--- src/rtl/q_ctrl_pkg.sv ---
// Shared types and constants for the Q control loop.
// Used by the controller and the measurement frontend.
package q_ctrl_pkg;

    localparam int DEF_WIDTH        = 10;
    localparam int DEF_LOG2_SAMPLES = 4;
    localparam int ACC_W            = DEF_WIDTH + DEF_LOG2_SAMPLES;

    typedef enum logic [1:0] {
        IDLE,
        SETTLE,
        ACCUM
    } state_t;

    // Sum of 2^l samples of w bits each always fits in w+l bits
    function automatic int acc_w_of(input int w, input int l);
        return w + l;
    endfunction

endpackage

--- src/rtl/q_meas_frontend_if.sv ---
// Controller / ADC / DAC signal bundle of the measurement frontend.
// The frontend takes the slave side.
interface q_meas_frontend_if #(
    parameter int WIDTH = q_ctrl_pkg::DEF_WIDTH
);
    logic             start;
    logic [WIDTH-1:0] i_ref;
    logic             adc_valid;
    logic [WIDTH-1:0] adc_data;
    logic [WIDTH-1:0] i_drive;
    logic [WIDTH-1:0] q_meas;
    logic             ready;
    logic             busy;
    logic             timeout;

    modport master (
        output start, i_ref, adc_valid, adc_data,
        input  i_drive, q_meas, ready, busy, timeout
    );

    modport slave (
        input  start, i_ref, adc_valid, adc_data,
        output i_drive, q_meas, ready, busy, timeout
    );

endinterface

--- src/rtl/q_meas_frontend_avg.sv ---
// Sample accumulator with power-of-two averaging.
// done flags that the next accepted sample completes the set.
module sample_averager
    import q_ctrl_pkg::*;
#(
    parameter int WIDTH        = DEF_WIDTH,
    parameter int LOG2_SAMPLES = DEF_LOG2_SAMPLES
) (
    input  logic             clk,
    input  logic             rst,
    input  logic             clear,
    input  logic             sample,
    input  logic [WIDTH-1:0] data,
    output logic             done,
    output logic [WIDTH-1:0] avg
);

    localparam int AW = acc_w_of(WIDTH, LOG2_SAMPLES);
    localparam int CW = LOG2_SAMPLES + 1;
    localparam int N  = 2 ** LOG2_SAMPLES;

    logic [AW-1:0] acc;
    logic [AW-1:0] acc_nxt;
    logic [CW-1:0] cnt;
    logic [CW-1:0] cnt_inc;

    assign acc_nxt = acc + AW'(data);
    assign cnt_inc = cnt + CW'(1);
    assign done    = (cnt == CW'(N - 1));
    // Average includes the sample presented this cycle
    assign avg     = WIDTH'(acc_nxt >> LOG2_SAMPLES);

    always_ff @(posedge clk) begin
        if (rst || clear) begin
            acc <= '0;
            cnt <= '0;
        end else if (sample) begin
            acc <= acc_nxt;
            cnt <= cnt_inc;
        end
    end

endmodule

--- src/rtl/q_meas_frontend.sv ---
// Q measurement frontend: drive DAC, settle, average ADC samples.
// Aborts with a timeout pulse if the ADC goes quiet while sampling.
module q_meas_frontend
    import q_ctrl_pkg::*;
#(
    parameter int WIDTH          = DEF_WIDTH,
    parameter int SETTLE_CYCLES  = 64,
    parameter int LOG2_SAMPLES   = DEF_LOG2_SAMPLES,
    parameter int TIMEOUT_CYCLES = 1024
) (
    input  logic               clk,
    input  logic               rst,
    q_meas_frontend_if.slave   bus
);

    localparam int SW = $clog2(SETTLE_CYCLES + 1);
    localparam int TW = $clog2(TIMEOUT_CYCLES + 1);

    state_t           state, state_nxt;
    logic [SW-1:0]    settle_cnt, settle_nxt;
    logic [TW-1:0]    idle_cnt, idle_nxt;
    logic             accept, smp, done;
    logic             fire_ready, fire_to;
    logic [WIDTH-1:0] avg;
    logic [WIDTH-1:0] i_drive_q, q_meas_q;
    logic             ready_q, timeout_q;

    sample_averager #(
        .WIDTH        (WIDTH),
        .LOG2_SAMPLES (LOG2_SAMPLES)
    ) u_avg (
        .clk    (clk),
        .rst    (rst),
        .clear  (accept),
        .sample (smp),
        .data   (bus.adc_data),
        .done   (done),
        .avg    (avg)
    );

    always_comb begin
        state_nxt  = state;
        settle_nxt = settle_cnt;
        idle_nxt   = idle_cnt;
        accept     = 1'b0;
        smp        = 1'b0;
        fire_ready = 1'b0;
        fire_to    = 1'b0;
        unique case (state)
            IDLE: begin
                if (bus.start) begin
                    accept     = 1'b1;
                    settle_nxt = SW'(SETTLE_CYCLES);
                    idle_nxt   = '0;
                    state_nxt  = SETTLE;
                end
            end
            SETTLE: begin
                settle_nxt = settle_cnt - SW'(1);
                if (settle_cnt == SW'(1))
                    state_nxt = ACCUM;
            end
            ACCUM: begin
                // A sample in the would-be timeout cycle takes priority
                if (bus.adc_valid) begin
                    smp      = 1'b1;
                    idle_nxt = '0;
                    if (done) begin
                        fire_ready = 1'b1;
                        state_nxt  = IDLE;
                    end
                end else if (idle_cnt == TW'(TIMEOUT_CYCLES - 1)) begin
                    fire_to   = 1'b1;
                    idle_nxt  = '0;
                    state_nxt = IDLE;
                end else begin
                    idle_nxt = idle_cnt + TW'(1);
                end
            end
            default: state_nxt = IDLE;
        endcase
    end

    always_ff @(posedge clk) begin
        if (rst) begin
            state      <= IDLE;
            settle_cnt <= '0;
            idle_cnt   <= '0;
            i_drive_q  <= '0;
            q_meas_q   <= '0;
            ready_q    <= 1'b0;
            timeout_q  <= 1'b0;
        end else begin
            state      <= state_nxt;
            settle_cnt <= settle_nxt;
            idle_cnt   <= idle_nxt;
            ready_q    <= fire_ready;
            timeout_q  <= fire_to;
            if (accept)
                i_drive_q <= bus.i_ref;
            if (fire_ready)
                q_meas_q <= avg;
        end
    end

    assign bus.i_drive = i_drive_q;
    assign bus.q_meas  = q_meas_q;
    assign bus.ready   = ready_q;
    assign bus.timeout = timeout_q;
    assign bus.busy    = (state != IDLE);

endmodule

--- src/flat_wrapper.sv ---
// flat-port wrapper written by rule: the top's interface ports become plain ports
module q_meas_frontend_flat import q_ctrl_pkg::*;
#(
    parameter int WIDTH          = DEF_WIDTH,
    parameter int SETTLE_CYCLES  = 64,
    parameter int LOG2_SAMPLES   = DEF_LOG2_SAMPLES,
    parameter int TIMEOUT_CYCLES = 1024
)
  (clk, rst, bus_start, bus_i_ref, bus_adc_valid, bus_adc_data, bus_i_drive, bus_q_meas, bus_ready, bus_busy, bus_timeout);
  q_meas_frontend_if #(.WIDTH(WIDTH)) bus_i ();
  input  logic clk;
  input  logic rst;
  input wire logic [$bits(bus_i.start)-1:0] bus_start;
  input wire logic [$bits(bus_i.i_ref)-1:0] bus_i_ref;
  input wire logic [$bits(bus_i.adc_valid)-1:0] bus_adc_valid;
  input wire logic [$bits(bus_i.adc_data)-1:0] bus_adc_data;
  output wire logic [$bits(bus_i.i_drive)-1:0] bus_i_drive;
  output wire logic [$bits(bus_i.q_meas)-1:0] bus_q_meas;
  output wire logic [$bits(bus_i.ready)-1:0] bus_ready;
  output wire logic [$bits(bus_i.busy)-1:0] bus_busy;
  output wire logic [$bits(bus_i.timeout)-1:0] bus_timeout;
  assign bus_i.start = bus_start;
  assign bus_i.i_ref = bus_i_ref;
  assign bus_i.adc_valid = bus_adc_valid;
  assign bus_i.adc_data = bus_adc_data;
  assign bus_i_drive = bus_i.i_drive;
  assign bus_q_meas = bus_i.q_meas;
  assign bus_ready = bus_i.ready;
  assign bus_busy = bus_i.busy;
  assign bus_timeout = bus_i.timeout;
  q_meas_frontend #(.WIDTH(WIDTH), .SETTLE_CYCLES(SETTLE_CYCLES), .LOG2_SAMPLES(LOG2_SAMPLES), .TIMEOUT_CYCLES(TIMEOUT_CYCLES)) u_core (.clk(clk), .rst(rst), .bus(bus_i));
endmodule
--- config.mk ---
export PLATFORM = sky130hd
export DESIGN_NAME = q_meas_frontend_flat
export DESIGN_NICKNAME = d
export VERILOG_FILES = /design/src/rtl/q_ctrl_pkg.sv /design/src/rtl/q_meas_frontend_if.sv /design/src/rtl/q_meas_frontend_avg.sv /design/src/rtl/q_meas_frontend.sv /design/src/flat_wrapper.sv
export SDC_FILE = /design/constraint.sdc
export NUM_CORES = 1
export LEC_CHECK = 0
export ABC_CLOCK_PERIOD_IN_PS = 2900
export BUFFER_PORTS_ARGS = -buffer_cell sky130_fd_sc_hd__buf_2
export CAP_MARGIN = 20
export CORE_ASPECT_RATIO = 1.2
export CORE_MARGIN = 2
export CORE_UTILIZATION = 57
export DETAILED_ROUTE_END_ITERATION = 8
export PLACE_DENSITY = 0.91
export SLEW_MARGIN = 20
export SYNTH_ARGS = -nofsm -noshare
export SYNTH_HDL_FRONTEND = slang
export SYNTH_SLANG_ARGS = --single-unit
--- constraint.sdc ---
create_clock -name clk -period 2.9 [get_ports clk]
set_input_delay 0 -clock clk [delete_from_list [all_inputs] [get_ports clk]]
set_output_delay 0 -clock clk [all_outputs]
set_load 0.005 [all_outputs]
==> results.json, run 1 <==
{
  "status": "completed",
  "drt-met1-wl_um": 3130,
  "core-area_um2": 5560,
  "finalHoldViolCount": 0,
  "cp_data_arrival_time_ns": 2.48,
  "startpoint_type": "register",
  "postCtsSetupRepairBufs": 0,
  "dpl_worst_slack_ns": 0.719,
  "vias": 3050,
  "setup_viol": 0,
  "dieArea_um2": 6290,
  "dp_cells": 483,
  "die_h_um": 86.5,
  "grtUsageTotal_pct": 26.0,
  "power.density_nw_per_um2": 458,
  "synth_top_flop_cell": "dfxtp_1",
  "fin_crit_ns": 2.21,
  "synth_cells": 388,
  "reg2reg_depth": 8,
  "grt_max_degree": 28,
  "syn2layout_area_growth_pct": 16.5,
  "ys_types": 62,
  "cp_top_family": "compound AO/OA/AOI/OAI gates",
  "slew_headroom_pct": 59.0,
  "rsz0062_at_grt": "no",
  "detail-route-antenna-nets": 0,
  "vdd_drop_max_mv": 0.327,
  "post_drt_wl_per_cell_um": 14.8,
  "wl_met2_um": 3930,
  "synth_async_sr_flop_share_pct": 0,
  "yosysWarnings": 0,
  "seq_area_frac_synth_pct": 37.8,
  "worst_slew_pin_slew_ns": 0.615,
  "fin_skew_ns": 0.00828,
  "clkTransAtPathRegs_ns": 0.07,
  "cpMaxStageDelayCell": "fa_1",
  "place_congestion": 0.841,
  "worst-setup-path-type": "register to register",
  "synth_edf_count": 0,
  "wl_um": 7540,
  "pin_count": 47,
  "mostFrequentLayoutCells": "dfxtp_1, buf_2, nand2_1",
  "cp_slowest_stage_delay_ns": 0.39,
  "portBuffers": 46,
  "initial_utilization_pct": 58.1,
  "hp-class": "primary input to register",
  "path_depth": 8,
  "drt_iter0_drc": 262,
  "min_period_over_period_pct": 76.1,
  "grt_pass1_vias": 2950,
  "final_cell_area_um2": 3760,
  "grt_antenna_before_repair": 0,
  "whs_path_depth": 4,
  "syn_avg_cell_area_um2": 8.32,
  "maxUsedRoutingLayer": "met4",
  "cp.required_ns": 3.18,
  "antenna_cells": 0,
  "core.rowCount": 30,
  "path_cells": "ha_1 -> inv_1 -> fa_1 -> nand2b_1 -> a211oi_2 -> o211ai_1 -> or3_1 -> a21oi_1",
  "layout_commonest_cell": "dfxtp_1",
  "die_x_um": 72.7,
  "max_freq_mhz": 453,
  "utilization_pct": 67.7,
  "place_area_um2": 3490,
  "stdcell_count": 509,
  "drtPass1Iterations": 4,
  "syn-num-nets": 428,
  "grt_pass1_wl_um": 13000,
  "route.detailed.drc": 0,
  "nets": 480,
  "ctsRootBufferMaster": "clkbuf_8",
  "clk_latency_ns": 0.35,
  "cts_resized": 0,
  "ys_ff_latch": 61,
  "p_total_mw": 1.72,
  "routed_via_density": 5.99,
  "met3_wirelength_um": 361,
  "setup_ws_ns": 0.694,
  "worst-path-buf-inv": 1,
  "power.leakage_nw": 1.52,
  "worstSetupEndpointType": "register",
  "grt_remaining_overflow": 0,
  "htreeDepth": 3,
  "fin_hold_ws_ns": 0.0418,
  "clkSinkCount": 61,
  "cts_tree": "done",
  "cap_violations": 0,
  "finalSetupTns_ns": 0,
  "cts_buffer_depth": 2,
  "cts_buffers": 9,
  "drive_above_1_share_pct": 18.7,
  "final_max_slew_viol_count": 0,
  "dp_hpwl_um": 5090,
  "syn_area_um2": 3230,
  "critical_path_peak_fanout": 3
}
-- sequential cells by signal (all words and copies together), names as in the netlist --
register,flops
u_core.bus.i_drive,10
u_core.state,2
u_core.bus.timeout,1
u_core.u_avg.acc,14
u_core.bus.q_meas,10
u_core.u_avg.cnt,5
u_core.bus.ready,1
u_core.settle_cnt,7
u_core.idle_cnt,11
-- layout make-up --
| cell class | count | area (um^2) |
|---|---|---|
| flip-flops and latches | 61 | 1220 |
| well taps | 64 | 80.1 |
| fillers | 434 | 1790 |
| clock buffers | 12 | 145 |
| repair buffers | 62 | 375 |
| inverters | 10 | 37.5 |
| clock inverters | 4 | 23.8 |
| multi-input cells | 296 | 1880 |
-- report_power, final --
part           internal [mW]  leakage [nW]  switching (mW)
logic                 0.0797         0.939           0.101
clock network          0.331        0.0901           0.334
registers              0.858         0.494          0.0209
-- metal layers --
layer	global-route usage [%]	up-vias
met2	46.7	89
met3	3.60	13
met4	10.1	0
met1	30.8	1436
li1	-	1512
met5	0	-
-- cells by family (layout without fill, tap and decap cells) --
kind of cell             count (synthesis)  count (layout)  synth area share [%]
buffers and inverters                   31              88                  3.95
multiplexers                             4               4                  1.32
flip-flops                              61              61                  37.8
adder cells (fa/ha/maj)                 16              16                  6.43
AO/OA/AOI/OAI                          103             103                  21.7
XOR/XNOR                                 8               8                  2.17
AND/OR/NAND/NOR                        165             165                  26.7
-- path summary, 6_finish.rpt --
path	from	end	slack, ns
worst max-delay path	u_core.u_avg.acc[0]	u_core.u_avg.acc[12]	0.69
worst min-delay path	bus_adc_data[0]	u_core.u_avg.acc[0]	0.04
worst max register to register	u_core.u_avg.acc[0]	u_core.u_avg.acc[12]	0.69
worst min register to register	u_core.bus.i_drive[0]	u_core.bus.i_drive[0]	0.45
-- worst register-to-register path, cell delays in order, from the launching register on --
cell and delay (ns):
dfxtp_1 0.33, ha_1 0.18, inv_1 0.06, fa_1 0.39, nand2b_1 0.21, a211oi_2 0.31, o211ai_1 0.19, or3_1 0.33
a21oi_1 0.13
-- Yosys cell counts, drive strengths merged, types with 5 or more instances --
master | count | area share [%]
a211oi | 10 | 2.6
a21o | 5 | 1.2
a21oi | 37 | 5.9
and3 | 6 | 1.2
buf | 10 | 1.5
clkbuf | 11 | 1.3
dfxtp | 61 | 38
ha | 15 | 5.8
inv | 10 | 1.2
nand2 | 45 | 5.3
nand3 | 11 | 1.7
nand3b | 9 | 2.1
nand4 | 6 | 1.2
nor2 | 38 | 4.6
nor3 | 13 | 2.0
nor3b | 11 | 2.7
o21ai | 20 | 3.2
or3 | 5 | 0.97
xor2 | 7 | 1.9
-- timing repair --
action | 4_1_cts | 5_1_grt
hold endpoints to repair | 10 | 0
setup endpoints to repair | 0 | 0
hold buffers | 10 | 0
No activity file was read; power rests on OpenSTA's default activity.
==> run 2, diff against run 1 <==
--- a/config.mk
+++ b/config.mk
@@ -5,14 +5,14 @@
 export SDC_FILE = /design/constraint.sdc
 export NUM_CORES = 1
 export LEC_CHECK = 0
-export ABC_CLOCK_PERIOD_IN_PS = 2900
+export ABC_CLOCK_PERIOD_IN_PS = 1800
 export BUFFER_PORTS_ARGS = -buffer_cell sky130_fd_sc_hd__buf_2
 export CAP_MARGIN = 20
 export CORE_ASPECT_RATIO = 1.2
 export CORE_MARGIN = 2
-export CORE_UTILIZATION = 57
+export CORE_UTILIZATION = 51
 export DETAILED_ROUTE_END_ITERATION = 8
-export PLACE_DENSITY = 0.91
+export PLACE_DENSITY = 0.86
 export SLEW_MARGIN = 20
 export SYNTH_ARGS = -nofsm -noshare
 export SYNTH_HDL_FRONTEND = slang
==> constraint.sdc (replaced) <==
create_clock -name clk -period 1.8 [get_ports clk]
set_input_delay 0 -clock clk [delete_from_list [all_inputs] [get_ports clk]]
set_output_delay 0 -clock clk [all_outputs]
set_load 0.005 [all_outputs]
==> results.json, run 2 (same netlist as run 1, synthesis figures left out) <==
{
  "slew_headroom_pct": 66.6,
  "cp_top_family": "compound AO/OA/AOI/OAI gates",
  "startpoint": "u_core.u_avg.acc[0]",
  "violations": "negative setup slack",
  "drtPass1Iterations": 5,
  "grt_pass1_vias": 3338,
  "cap_violations": 0,
  "rsz0062_at_grt": "yes",
  "die_x_um": 76.6,
  "fin_hold_ws_ns": 0.0379,
  "cp-endpoint": "u_core.bus.q_meas[2]",
  "grt_remaining_overflow": 0,
  "core-area_um2": 6090,
  "portBuffers": 46,
  "layout_commonest_cell": "dfxtp_1",
  "ctsRootBufferMaster": "clkbuf_8",
  "cp_slowest_stage_delay_ns": 0.35,
  "detail-route-antenna-nets": 0,
  "place_congestion": 0.893,
  "syn2layout_area_growth_pct": 37.0,
  "reg2reg_depth": 9,
  "route.detailed.drc": 0,
  "fin_skew_ns": 0.00662,
  "p_total_mw": 3.17,
  "core.rowCount": 31,
  "setup_viol": 19,
  "dp_cells": 528,
  "worst_slew_pin_slew_ns": 0.499,
  "grt_pass1_wl_um": 14800,
  "nets": 515,
  "grtUsageTotal_pct": 26.0,
  "reg2reg_from": "u_core.u_avg.acc[0]",
  "largest_reg_flops": 14,
  "cpMaxStageDelayCell": "dfxtp_2",
  "mostFrequentLayoutCells": "dfxtp_1, buf_2, nand2_1",
  "min_period_over_period_pct": 114,
  "worstSetupEndpointType": "register",
  "antenna_cells": 0,
  "clkTransAtPathRegs_ns": 0.07,
  "pin_count": 47,
  "grt_max_degree": 27,
  "power.leakage_nw": 1.75,
  "rr_endpoint": "u_core.bus.q_meas[2]",
  "cts_buffer_depth": 2,
  "worst-setup-path-type": "register to register",
  "htreeDepth": 3,
  "clkSinkCount": 61,
  "final_cell_area_um2": 4430,
  "routed_via_density": 5.98,
  "dp_hpwl_um": 5620,
  "cts_tree": "done",
  "die_h_um": 91.2,
  "wl_um": 9860,
  "place_area_um2": 3740,
  "dieArea_um2": 6990,
  "post_drt_wl_per_cell_um": 17.5,
  "cp.required_ns": 2.06,
  "final_max_slew_viol_count": 0,
  "drt_iter0_drc": 241,
  "setup_ws_ns": -0.245,
  "cp_data_arrival_time_ns": 2.31,
  "stdcell_count": 562,
  "reg_top3": "u_core.u_avg.acc: 14 flops, u_core.idle_cnt: 11 flops",
  "cts_buffers": 9,
  "hp-class": "primary input to register",
  "top_register": "u_core.u_avg.acc",
  "vdd_drop_max_mv": 0.545,
  "worst-path-buf-inv": 2,
  "initial_utilization_pct": 53.0,
  "path_depth": 9,
  "r2r_slack_ns": -0.24,
  "status": "complete, but fails checks",
  "finalHoldViolCount": 0,
  "startpoint_type": "register",
  "clk_latency_ns": 0.35,
  "vias": 3361,
  "critical_path_peak_fanout": 3,
  "power.density_nw_per_um2": 716,
  "dpl_worst_slack_ns": -0.163,
  "grt_antenna_before_repair": 0,
  "max_freq_mhz": 489,
  "finalSetupTns_ns": -2.37,
  "drive_above_1_share_pct": 32.5,
  "utilization_pct": 72.7,
  "path_cells": "ha_4 -> inv_2 -> fa_2 -> nand2b_4 -> buf_4 -> a21oi_4 -> nor2_2 -> o311a_1 -> o31ai_1",
  "fin_crit_ns": 2.04
}
-- run 2: changes by cell type in the layout (fill, tap and decap cells not counted), sizes merged --
| cell | change |
|---|---|
| buf | +35 |
| bufinv | +2 |
| clkbuf | -2 |
| clkinv | -1 |
| clkinvlp | +1 |
-- run 2: final cells by class --
| cell class | instances | area, um^2 |
|---|---|---|
| Multi-Input combinational cell | 296 | 2190 |
| Fill cell | 417 | 1660 |
| Timing Repair Buffer | 97 | 646 |
| Inverter | 10 | 37.5 |
| Sequential cell | 61 | 1220 |
| Clock inverter | 6 | 86.3 |
| Clock buffer | 10 | 138 |
| Tap cell | 82 | 103 |
-- run 2: worst min-delay path, cell delays in order --
cell and delay [ns]:
buf_2 0.13, nor3b_1 0.09, nand2_1 0.08, nor3_1 0.04
-- run 2: worst min-delay path by stage --
| stage | depth (start not counted) | endpoint | slack [ns] | startpoint |
|---|---|---|---|---|
| 2_1_floorplan | 2 | u_core.bus.i_drive[0] | 0.14 | bus_i_ref[0] |
| 3_3_place_gp | 3 | u_core.bus.i_drive[1] | 0.24 | bus_i_ref[1] |
| 3_5_place_dp | 3 | u_core.bus.i_drive[3] | 0.25 | bus_i_ref[3] |
| 4_1_cts | 4 | u_core.bus.timeout | 0.02 | bus_adc_valid |
| 5_1_grt | 4 | u_core.bus.timeout | 0.07 | bus_adc_valid |
| 6_report | 4 | u_core.bus.timeout | 0.04 | bus_adc_valid |
-- run 2: where the power goes --
| group | switching (mW) | total [mW] | internal [mW] |
|---|---|---|---|
| Sequential | 0.0286 | 1.41 | 1.38 |
| Combinational | 0.199 | 0.363 | 0.165 |
| Clock | 0.578 | 1.39 | 0.814 |
-- run 2: timing repair --
item | in CTS | in global routing
pin swaps | 23 | 15
gates resized for setup | 16 | 42
hold endpoints to repair | 10 | 0
hold buffers | 10 | 0
setup endpoints to repair | 18 | 21
setup buffers | 3 | 5
-- run 2: layer usage --
metal / part of all wire (%) / vias up / GRT usage (%)
li1: - / 1583 / -
met1: 39 / 1583 / 28.3
met2: 51 / 148 / 48.2
met3: 4.9 / 47 / 5.67
met4: 4.9 / 0 / 10.9
met5: 0 / - / 0
